File: src/rtl/fifo_pkg.sv
// Shared definitions for the FIFO controller: FSM state encoding and the
// pointer-width helper used to size wrap-bit pointers.
package fifo_pkg;

    typedef enum logic [1:0] {
        EMPTY  = 2'd0,
        ACTIVE = 2'd1,
        FULL   = 2'd2
    } fifo_state_t;

    // Index bits plus one wrap bit.
    function automatic int ptr_width(input int depth);
        return $clog2(depth) + 1;
    endfunction

endpackage

File: src/rtl/fifo_ptr.sv
// Wrap-bit pointer: low bits index the storage, MSB toggles on every wrap.
module fifo_ptr #(
    parameter int PW = 3
) (
    input  logic          clk,
    input  logic          rst,
    input  logic          clr,
    input  logic          inc,
    output logic [PW-1:0] ptr
);

    localparam logic [PW-1:0] ONE = {{(PW-1){1'b0}}, 1'b1};

    always_ff @(posedge clk) begin
        if (rst || clr) begin
            ptr <= '0;
        end else if (inc) begin
            ptr <= ptr + ONE;
        end
    end

endmodule

File: src/rtl/fifo_ctrl.sv
// FIFO pointer/flag controller for an external storage array; status flags
// come only from registered pointers, strobes are combinational.
module fifo_ctrl
    import fifo_pkg::*;
#(
    parameter int DEPTH    = 4,
    parameter int AF_LEVEL = DEPTH - 1
) (
    input  logic                         clk,
    input  logic                         rst,
    input  logic                         flush,
    input  logic                         push_i,
    input  logic                         pop_i,
    output logic                         wr_en_o,
    output logic [$clog2(DEPTH)-1:0]     wr_addr_o,
    output logic                         rd_en_o,
    output logic [$clog2(DEPTH)-1:0]     rd_addr_o,
    output logic                         full_o,
    output logic                         empty_o,
    output logic                         almost_full_o,
    output logic [ptr_width(DEPTH)-1:0]  count_o,
    output logic                         ovf_o,
    output logic                         udf_o,
    output fifo_state_t                  state_o
);

    // Handshake: a push (pop) request is accepted in the cycle it is high and
    // wr_en_o (rd_en_o) is asserted; there is no retry, a refused request is
    // simply dropped and recorded in the sticky error flags.

    localparam int AW = $clog2(DEPTH);
    localparam int PW = ptr_width(DEPTH);
    localparam logic [PW-1:0] AF_CNT   = PW'(AF_LEVEL);
    localparam logic [PW-1:0] FULL_CNT = PW'(DEPTH);

    logic [PW-1:0] wr_ptr;
    logic [PW-1:0] rd_ptr;
    logic [PW-1:0] count_next;
    logic          push_acc;
    logic          pop_acc;

    fifo_state_t state_q;
    fifo_state_t state_d;

    assign count_o       = wr_ptr - rd_ptr;
    assign empty_o       = (wr_ptr == rd_ptr);
    assign full_o        = (wr_ptr[AW-1:0] == rd_ptr[AW-1:0]) && (wr_ptr[AW] != rd_ptr[AW]);
    assign almost_full_o = (count_o >= AF_CNT);

    // Flags are registered state, so a pop into an empty queue is refused even
    // when a push arrives in the same cycle.
    assign pop_acc  = pop_i && !empty_o && !flush && !rst;
    assign push_acc = push_i && !flush && !rst && (!full_o || pop_acc);

    assign wr_en_o   = push_acc;
    assign rd_en_o   = pop_acc;
    assign wr_addr_o = wr_ptr[AW-1:0];
    assign rd_addr_o = rd_ptr[AW-1:0];

    fifo_ptr #(.PW(PW)) u_wr_ptr (
        .clk (clk),
        .rst (rst),
        .clr (flush),
        .inc (push_acc),
        .ptr (wr_ptr)
    );

    fifo_ptr #(.PW(PW)) u_rd_ptr (
        .clk (clk),
        .rst (rst),
        .clr (flush),
        .inc (pop_acc),
        .ptr (rd_ptr)
    );

    // A pop on empty alongside an accepted push is not counted as underflow.
    always_ff @(posedge clk) begin
        if (rst) begin
            ovf_o <= 1'b0;
            udf_o <= 1'b0;
        end else begin
            if (push_i && full_o && !pop_acc && !flush) begin
                ovf_o <= 1'b1;
            end
            if (pop_i && empty_o && !flush && !push_acc) begin
                udf_o <= 1'b1;
            end
        end
    end

    assign count_next = count_o + PW'(push_acc) - PW'(pop_acc);

    always_ff @(posedge clk) begin
        if (rst) begin
            state_q <= EMPTY;
        end else begin
            state_q <= state_d;
        end
    end

    always_comb begin
        state_d = state_q;
        if (flush) begin
            state_d = EMPTY;
        end else begin
            case (state_q)
                EMPTY: begin
                    if (push_acc && !pop_acc) begin
                        state_d = (count_next == FULL_CNT) ? FULL : ACTIVE;
                    end
                end
                ACTIVE: begin
                    if (count_next == FULL_CNT) begin
                        state_d = FULL;
                    end else if (count_next == '0) begin
                        state_d = EMPTY;
                    end
                end
                FULL: begin
                    if (pop_acc && !push_acc) begin
                        state_d = (count_next == '0) ? EMPTY : ACTIVE;
                    end
                end
                default: state_d = EMPTY;
            endcase
        end
    end

    assign state_o = state_q;

endmodule

File: config.mk
export PLATFORM = sky130hd
export DESIGN_NAME = fifo_ctrl
export DESIGN_NICKNAME = d
export VERILOG_FILES = /design/src/rtl/fifo_pkg.sv /design/src/rtl/fifo_ptr.sv /design/src/rtl/fifo_ctrl.sv
export SDC_FILE = /design/constraint.sdc
export NUM_CORES = 1
export LEC_CHECK = 0
export CAP_MARGIN = 5
export CORE_MARGIN = 2
export CORE_UTILIZATION = 44
export CTS_BUF_LIST = sky130_fd_sc_hd__clkbuf_16
export CTS_CLUSTER_DIAMETER = 60
export CTS_CLUSTER_SIZE = 24
export DETAILED_ROUTE_END_ITERATION = 8
export PLACE_DENSITY_LB_ADDON = 0.12
export SKIP_CTS_REPAIR_TIMING = 1
export SLEW_MARGIN = 20
export SYNTH_ARGS = -nofsm -noshare
export SYNTH_HDL_FRONTEND = slang
export SYNTH_HIERARCHICAL = 1
export SYNTH_SLANG_ARGS = --single-unit
File: constraint.sdc
create_clock -name clk -period 3.79 [get_ports clk]
set_clock_uncertainty 0.15 [all_clocks]
set_input_delay 0.758 -clock clk [delete_from_list [all_inputs] [get_ports clk]]
set_output_delay 0.758 -clock clk [all_outputs]
set_load 0.02 [all_outputs]
==> flow_summary_export.csv, run 1 <==
group,metric,value,unit
run_status,status,"completed",
clocking,clock-root-buffer,"clkbuf_16",
clocking,cts.sinks,10,
min_path,min_to,"udf_o",
sta,min_period,3.44,ns
worst_setup_path,cp_max_fo,3,
sta,hold_viol_final,0,
finish,antenna_cells,0,
min_path,hp-class,"reg -> reg",
logic_synthesis,synth.area.top_cells,"dfxtp_1 30%, ha_1 13%, fa_1 5.9%",
detailed_routing,vias,631,
logic_synthesis,synth-seq-area-share,0.296,
logic_synthesis,synth_top_cell_by_area,"dfxtp_1",
place,dp_slack,0.137,ns
place,gp_congestion,0.708,
place,dp_hpwl,1100,um
clocking,cts_inserted_buffers,3,
detailed_routing,final_antenna_net_count,0,
flow_run,maxCapViolations,0,
worst_setup_path,rrSetupSlack,0.36,ns
detailed_routing,wl_met2,643,um
logic_synthesis,synth-edff-count,0,
floorplanning,fp.dieH,43.2,um
detailed_routing,wl_met3,94,um
detailed_routing,wl_per_cell,12.4,um
floorplanning,core_area,1470,um^2
detailed_routing,drtIter0Drc,11,
logic_synthesis,ys_top_cells_by_count,"10 x dfxtp_1, 8 x inv_1, 7 x ha_1",
clocking,clk_latency,0.24,ns
logic_synthesis,synth-seq-cells,10,
clocking,cts_buffer_depth,2,
worst_setup_path,r2r-start,"u_wr_ptr/ptr[0]",
logic_synthesis,synthAdderAreaFrac,0.189,
worst_setup_path,r2r_cells,14,
sta,holdWs,0.320,ns
sta,setup_slack,0.351,ns
logic_synthesis,synth.most_common_cell,"dfxtp_1",
logic_synthesis,syn-mean-instance-area,9.13,um^2
global_route,overflow,0,
floorplanning,fp.dieW,43.2,um
sta,finalSetupTns,0,ns
logic_synthesis,synth_fp_nets,88,
place,io_buffers,20,
sta,slew_headroom,0.738,
worst_setup_path,cp.required,3.81,ns
worst_setup_path,crit_type,"in -> reg",
place,dp_cells,116,
logic_synthesis,synth.distinct_cells,26,
finish,final_nets,119,
power_and_ir_drop,powerDensity,322,nW/um^2
logic_synthesis,ys.flop_type,"dfxtp_1",
worst_setup_path,worstPathArrival,3.45,ns
logic_synthesis,syn-instance-count,74,
detailed_routing,met1_length,735,um
worst_setup_path,end_kind,"flop",
sta,post-route-period-util,0.907,
detailed_routing,dr.pass1.iters,5,
sta,rsz0062_at_grt,"no",
global_route,grt_pass1_vias,604,
clocking,cts_tree,"yes",
finish,layout.cells.non_filler,120,
floorplanning,dieArea,1860,um^2
global_route,antenna_found_initial,0,
floorplanning,start_util,0.459,
finish,synthToLayoutAreaGrowth,51.3,%
worst_setup_path,r2r-end,"state_o[1]",
finish,final_util,0.695,
clocking,clkTransAtPathRegs,0.04,ns
detailed_routing,wl,1490,um
worst_setup_path,start_kind,"primary input",
logic_synthesis,yosys.area_share.simple,0.198,
logic_synthesis,synth_compound_area_frac,0.165,
sta,worst_slew_pin_slew,0.383,ns
sta,setup_viol,0,
logic_synthesis,synth_mux_area_frac,0.0296,
min_path,holdCritStartpoint,"udf_o",
global_route,grt_start_max_net_pins,11,
logic_synthesis,ys.warnings.count,6,
sta,final_max_slew_viol_count,0,
floorplanning,fp-row-count,14,
logic_synthesis,synth_top_family_by_area,"simple AND/OR/NAND/NOR gates",
global_route,grt_usage,0.189,
logic_synthesis,yosysTopAreaCellShare,0.296,
logic_synthesis,post_synth_xor_area_fraction,0.0778,
clocking,htreeDepth,1,
sta,fmax,0.291,GHz
power_and_ir_drop,leakagePower,0.417,nW
min_path,whs_path_depth,2,
detailed_routing,avgViaCountPerCell,5.26,
detailed_routing,drc,0,
global_route,grt_pass1_wl,2580,um
logic_synthesis,synth_area,676,um^2
floorplanning,io-pin-count,21,
logic_synthesis,ys_async_sr_fraction,0,
detailed_routing,top_layer,"met4",
finish,drive_above_1_share,0.154,
power_and_ir_drop,worst_ir_drop_vdd,211,uV
[per-layer routing]
layer | global-route usage | vias up
li1 | - | 318
met1 | 0.270 | 282
met2 | 0.257 | 29
met3 | 0.0426 | 2
met4 | 0.109 | 0
met5 | 0 | -
[cells by family after synthesis]
family                   after synthesis
buffers and inverters                  8
AND/OR/NAND/NOR                       25
multiplexers                           2
AO/OA/AOI/OAI                         14
flip-flops                            10
XOR/XNOR                               6
adder cells (fa/ha/maj)                9
[through the flow]
| step | power, mW | instance area (um^2) |
|---|---|---|
| detailed placement | 0.141 | 943 |
| finish | 0.329 | 1020 |
| floorplan | 0.122 | 678 |
| CTS | 0.334 | 1020 |
| global route | 0.339 | 1020 |
| global placement | 0.140 | 943 |
[final cells by class]
cell class                 count  area [um^2]
sequential                    10          200
tap                           16         20.0
fill                         127          449
inverter                       8         30.0
clock buffer                   3         75.1
multi-input combinational     56          448
timing repair buffer          26          245
clock inverter                 1         3.75
[power by group]
| group | total, mW | switching, mW | leakage (nW) | internal [mW] |
|---|---|---|---|---|
| Sequential | 0.108 | 0.000887 | 0.0808 | 0.107 |
| Combinational | 0.0316 | 0.0159 | 0.297 | 0.0157 |
| Clock | 0.190 | 0.0514 | 0.0385 | 0.139 |
| Total | 0.329 | 0.0682 | 0.417 | 0.261 |
[how the worst max path moves through the flow]
stage,startpoint,endpoint,slack (ns),cells after the start
4_1_cts,u_wr_ptr/ptr[0],state_o[1],0.35,14
2_1_floorplan,u_wr_ptr/ptr[0],state_o[1],0.08,14
3_5_place_dp,rst,state_o[1],0.14,13
3_3_place_gp,rst,state_o[1],0.20,13
5_1_grt,u_wr_ptr/ptr[0],state_o[1],0.06,14
6_report,rst,state_o[1],0.35,13
[registers in the layout, indices dropped and copies added (netlist names)]
| register | count |
|---|---|
| ovf_o | 1 |
| state_o | 2 |
| u_rd_ptr/ptr | 3 |
| u_wr_ptr/ptr | 3 |
| udf_o | 1 |
[layout by cell type, fill, tap and decap left out]
cell and count:
nand2b_1 2, mux2i_1 2, nand2_1 3, clkbuf_16 3
nand4_1 1, dfxtp_1 10, a31oi_1 1, nand3b_1 3
fa_1 2, o22ai_1 1, clkdlybuf4s50_1 20, xnor2_1 4
nand3_1 2, or3_1 1, or3b_1 1, nor2_2 1
nor3_1 5, a211oi_2 2, xor2_1 2, a21oi_1 3
nor2b_2 1, a21bo_2 2, nor2_1 5, ha_1 7
buf_4 6, clkinv_1 1, a2111oi_0 1, o21ba_2 1
o21ai_0 2, o311a_1 1, inv_1 8
[critical path, stage by stage]
cell,delay (ns)
clkdlybuf4s50_1,0.42
nor2_1,0.15
nand2_1,0.08
nor2_2,0.13
ha_1,0.26
inv_1,0.06
ha_1,0.13
inv_1,0.04
fa_1,0.47
nor2b_2,0.16
or3b_1,0.36
or3_1,0.31
o22ai_1,0.14
Note: power is estimated with default switching activity, not from simulation.
==> run 2: changes to the inputs <==
CTS_CLUSTER_DIAMETER = 30   (was 60)
REMOVE_ABC_BUFFERS = 1   (was not set)
==> flow_summary_export.csv, run 2 (synthesis results as in run 1) <==
group,metric,value,unit
run_status,status,"completed",
floorplanning,core_area,1470,um^2
finish,drive_above_1_share,0.137,
min_path,whs_path_depth,2,
worst_setup_path,end_kind,"flop",
clocking,htreeDepth,1,
worst_setup_path,endpoint,"state_o[1]",
clocking,cts_tree,"yes",
sta,hold_viol_final,0,
clocking,cts_inserted_buffers,3,
worst_setup_path,worstPathArrival,3.55,ns
sta,slew_headroom,0.739,
global_route,grt_pass1_wl,2610,um
worst_setup_path,r2r-start,"u_wr_ptr/ptr[0]",
worst_setup_path,cp-startpoint,"rst",
global_route,overflow,0,
worst_setup_path,cp_cell_sequence,"clkdlybuf4s50_1 > nor2_1 > nand2_1 > nor2_1 > ha_1 > inv_1 > ha_1 > inv_1 > fa_1 > nor2b_2 > or3b_1 > or3_1 > o22ai_1",
power_and_ir_drop,worst_ir_drop_vdd,227,uV
floorplanning,io-pin-count,21,
sta,finalSetupTns,0,ns
global_route,grt_usage,0.190,
detailed_routing,wl_per_cell,12.9,um
detailed_routing,drtIter0Drc,13,
floorplanning,start_util,0.459,
sta,holdWs,0.324,ns
worst_setup_path,start_kind,"primary input",
place,gp_congestion,0.742,
clocking,cts.sinks,10,
finish,final_util,0.685,
place,dp_cells,115,
floorplanning,fp-row-count,14,
detailed_routing,final_antenna_net_count,0,
finish,antenna_cells,0,
clocking,clk_latency,0.23,ns
detailed_routing,drc,0,
global_route,grt.met2_usage,0.296,
sta,rsz0062_at_grt,"no",
global_route,grt_start_max_net_pins,11,
sta,worst_slew_pin_slew,0.382,ns
sta,setup_viol,0,
global_route,grt_pass1_vias,581,
finish,final_cell_mix,"20 x clkdlybuf4s50_1, 10 x dfxtp_1, 8 x inv_1",
worst_setup_path,r2r-end,"state_o[1]",
worst_setup_path,crit_path_max_incr_delay,0.47,ns
detailed_routing,wl,1520,um
place,dp_slack,0.0375,ns
clocking,cts_buffer_depth,2,
finish,fin_area,1010,um^2
sta,setup_slack,0.245,ns
worst_setup_path,crit_path_top_delay_cell,"fa_1",
min_path,hp-class,"reg -> reg",
finish,layout.cells.non_filler,118,
sta,final_max_slew_viol_count,0,
detailed_routing,avgViaCountPerCell,5.34,
sta,post-route-period-util,0.935,
finish,synthToLayoutAreaGrowth,49.3,%
worst_setup_path,r2r_cells,14,
detailed_routing,vias,630,
global_route,grt_use_met3,0.0511,
power_and_ir_drop,leakagePower,0.410,nW
place,dp_hpwl,1110,um
clocking,clkTransAtPathRegs,0.04,ns
detailed_routing,dr.pass1.iters,4,
clocking,clock-root-buffer,"clkbuf_16",
place,io_buffers,20,
global_route,antenna_found_initial,0,
finish,final_nets,118,
place,post_dp_cell_area,933,um^2
worst_setup_path,rrSetupSlack,0.31,ns
sta,fmax,0.282,GHz
global_route,top_usage_layer,"met2",
power_and_ir_drop,power.total,322,uW
floorplanning,fp.dieW,43.2,um
worst_setup_path,cp.required,3.80,ns
worst_setup_path,cp_max_fo,3,
floorplanning,dieArea,1860,um^2
sta,min_period,3.54,ns
finish,mostFrequentLayoutCell,"clkdlybuf4s50_1",
global_route,grt_util_met1,0.256,
power_and_ir_drop,powerDensity,320,nW/um^2
floorplanning,fp.dieH,43.2,um
worst_setup_path,crit_type,"in -> reg",
flow_run,maxCapViolations,0,
==> run 2: changes by cell type in the layout (fill, tap and decap cells not counted) <==
cell / change
buf_4: -1
clkinv_1: -1
nor2_1: +1
nor2_2: -1
==> run 2: metal layers <==
| layer | wire [um] | vias to the layer above |
|---|---|---|
| li1 | - | 321 |
| met1 | 693 | 290 |
| met2 | 750 | 19 |
| met3 | 73 | 0 |
| met4 | 0 | 0 |
| met5 | 0 | - |
==> run 2: area by class of cell <==
type | instances | area (um^2)
Tap cell | 16 | 20.0
Fill cell | 132 | 463
Timing Repair Buffer | 25 | 238
Inverter | 8 | 30.0
Clock buffer | 3 | 75.1
Sequential cell | 10 | 200
Multi-Input combinational cell | 56 | 445
==> run 2: power breakdown <==
part           internal (mW)  total (mW)  leakage, nW  switching, mW
registers              0.107       0.108       0.0808       0.000928
logic                 0.0150      0.0309        0.293         0.0158
clock network          0.137       0.184       0.0370         0.0471
total                  0.259       0.322        0.410         0.0639
==> run 2: critical path: cells and delay by family <==
family	cells	cell delay [ns]
adders and majority gates	3	0.86
and+or+nand+nor	6	1.26
buffers and inverters	3	0.53
AOI/OAI and AO/OA	1	0.15
==> run 2: how the worst min path moves through the flow <==
stage	startpoint	to	slack, ns
after floorplan	udf_o	udf_o	0.42
after global placement	udf_o	udf_o	0.31
after detailed placement	udf_o	udf_o	0.31
after CTS	udf_o	udf_o	0.33
after global routing	ovf_o	ovf_o	0.34
final	udf_o	udf_o	0.32
==> run 3: changes to the inputs <==
CAP_MARGIN = 20   (was 5)
HOLD_SLACK_MARGIN = 0.12   (was not set)
==> results of run 3 <==
Final layout, timing and power as in run 2 (identical DEF).
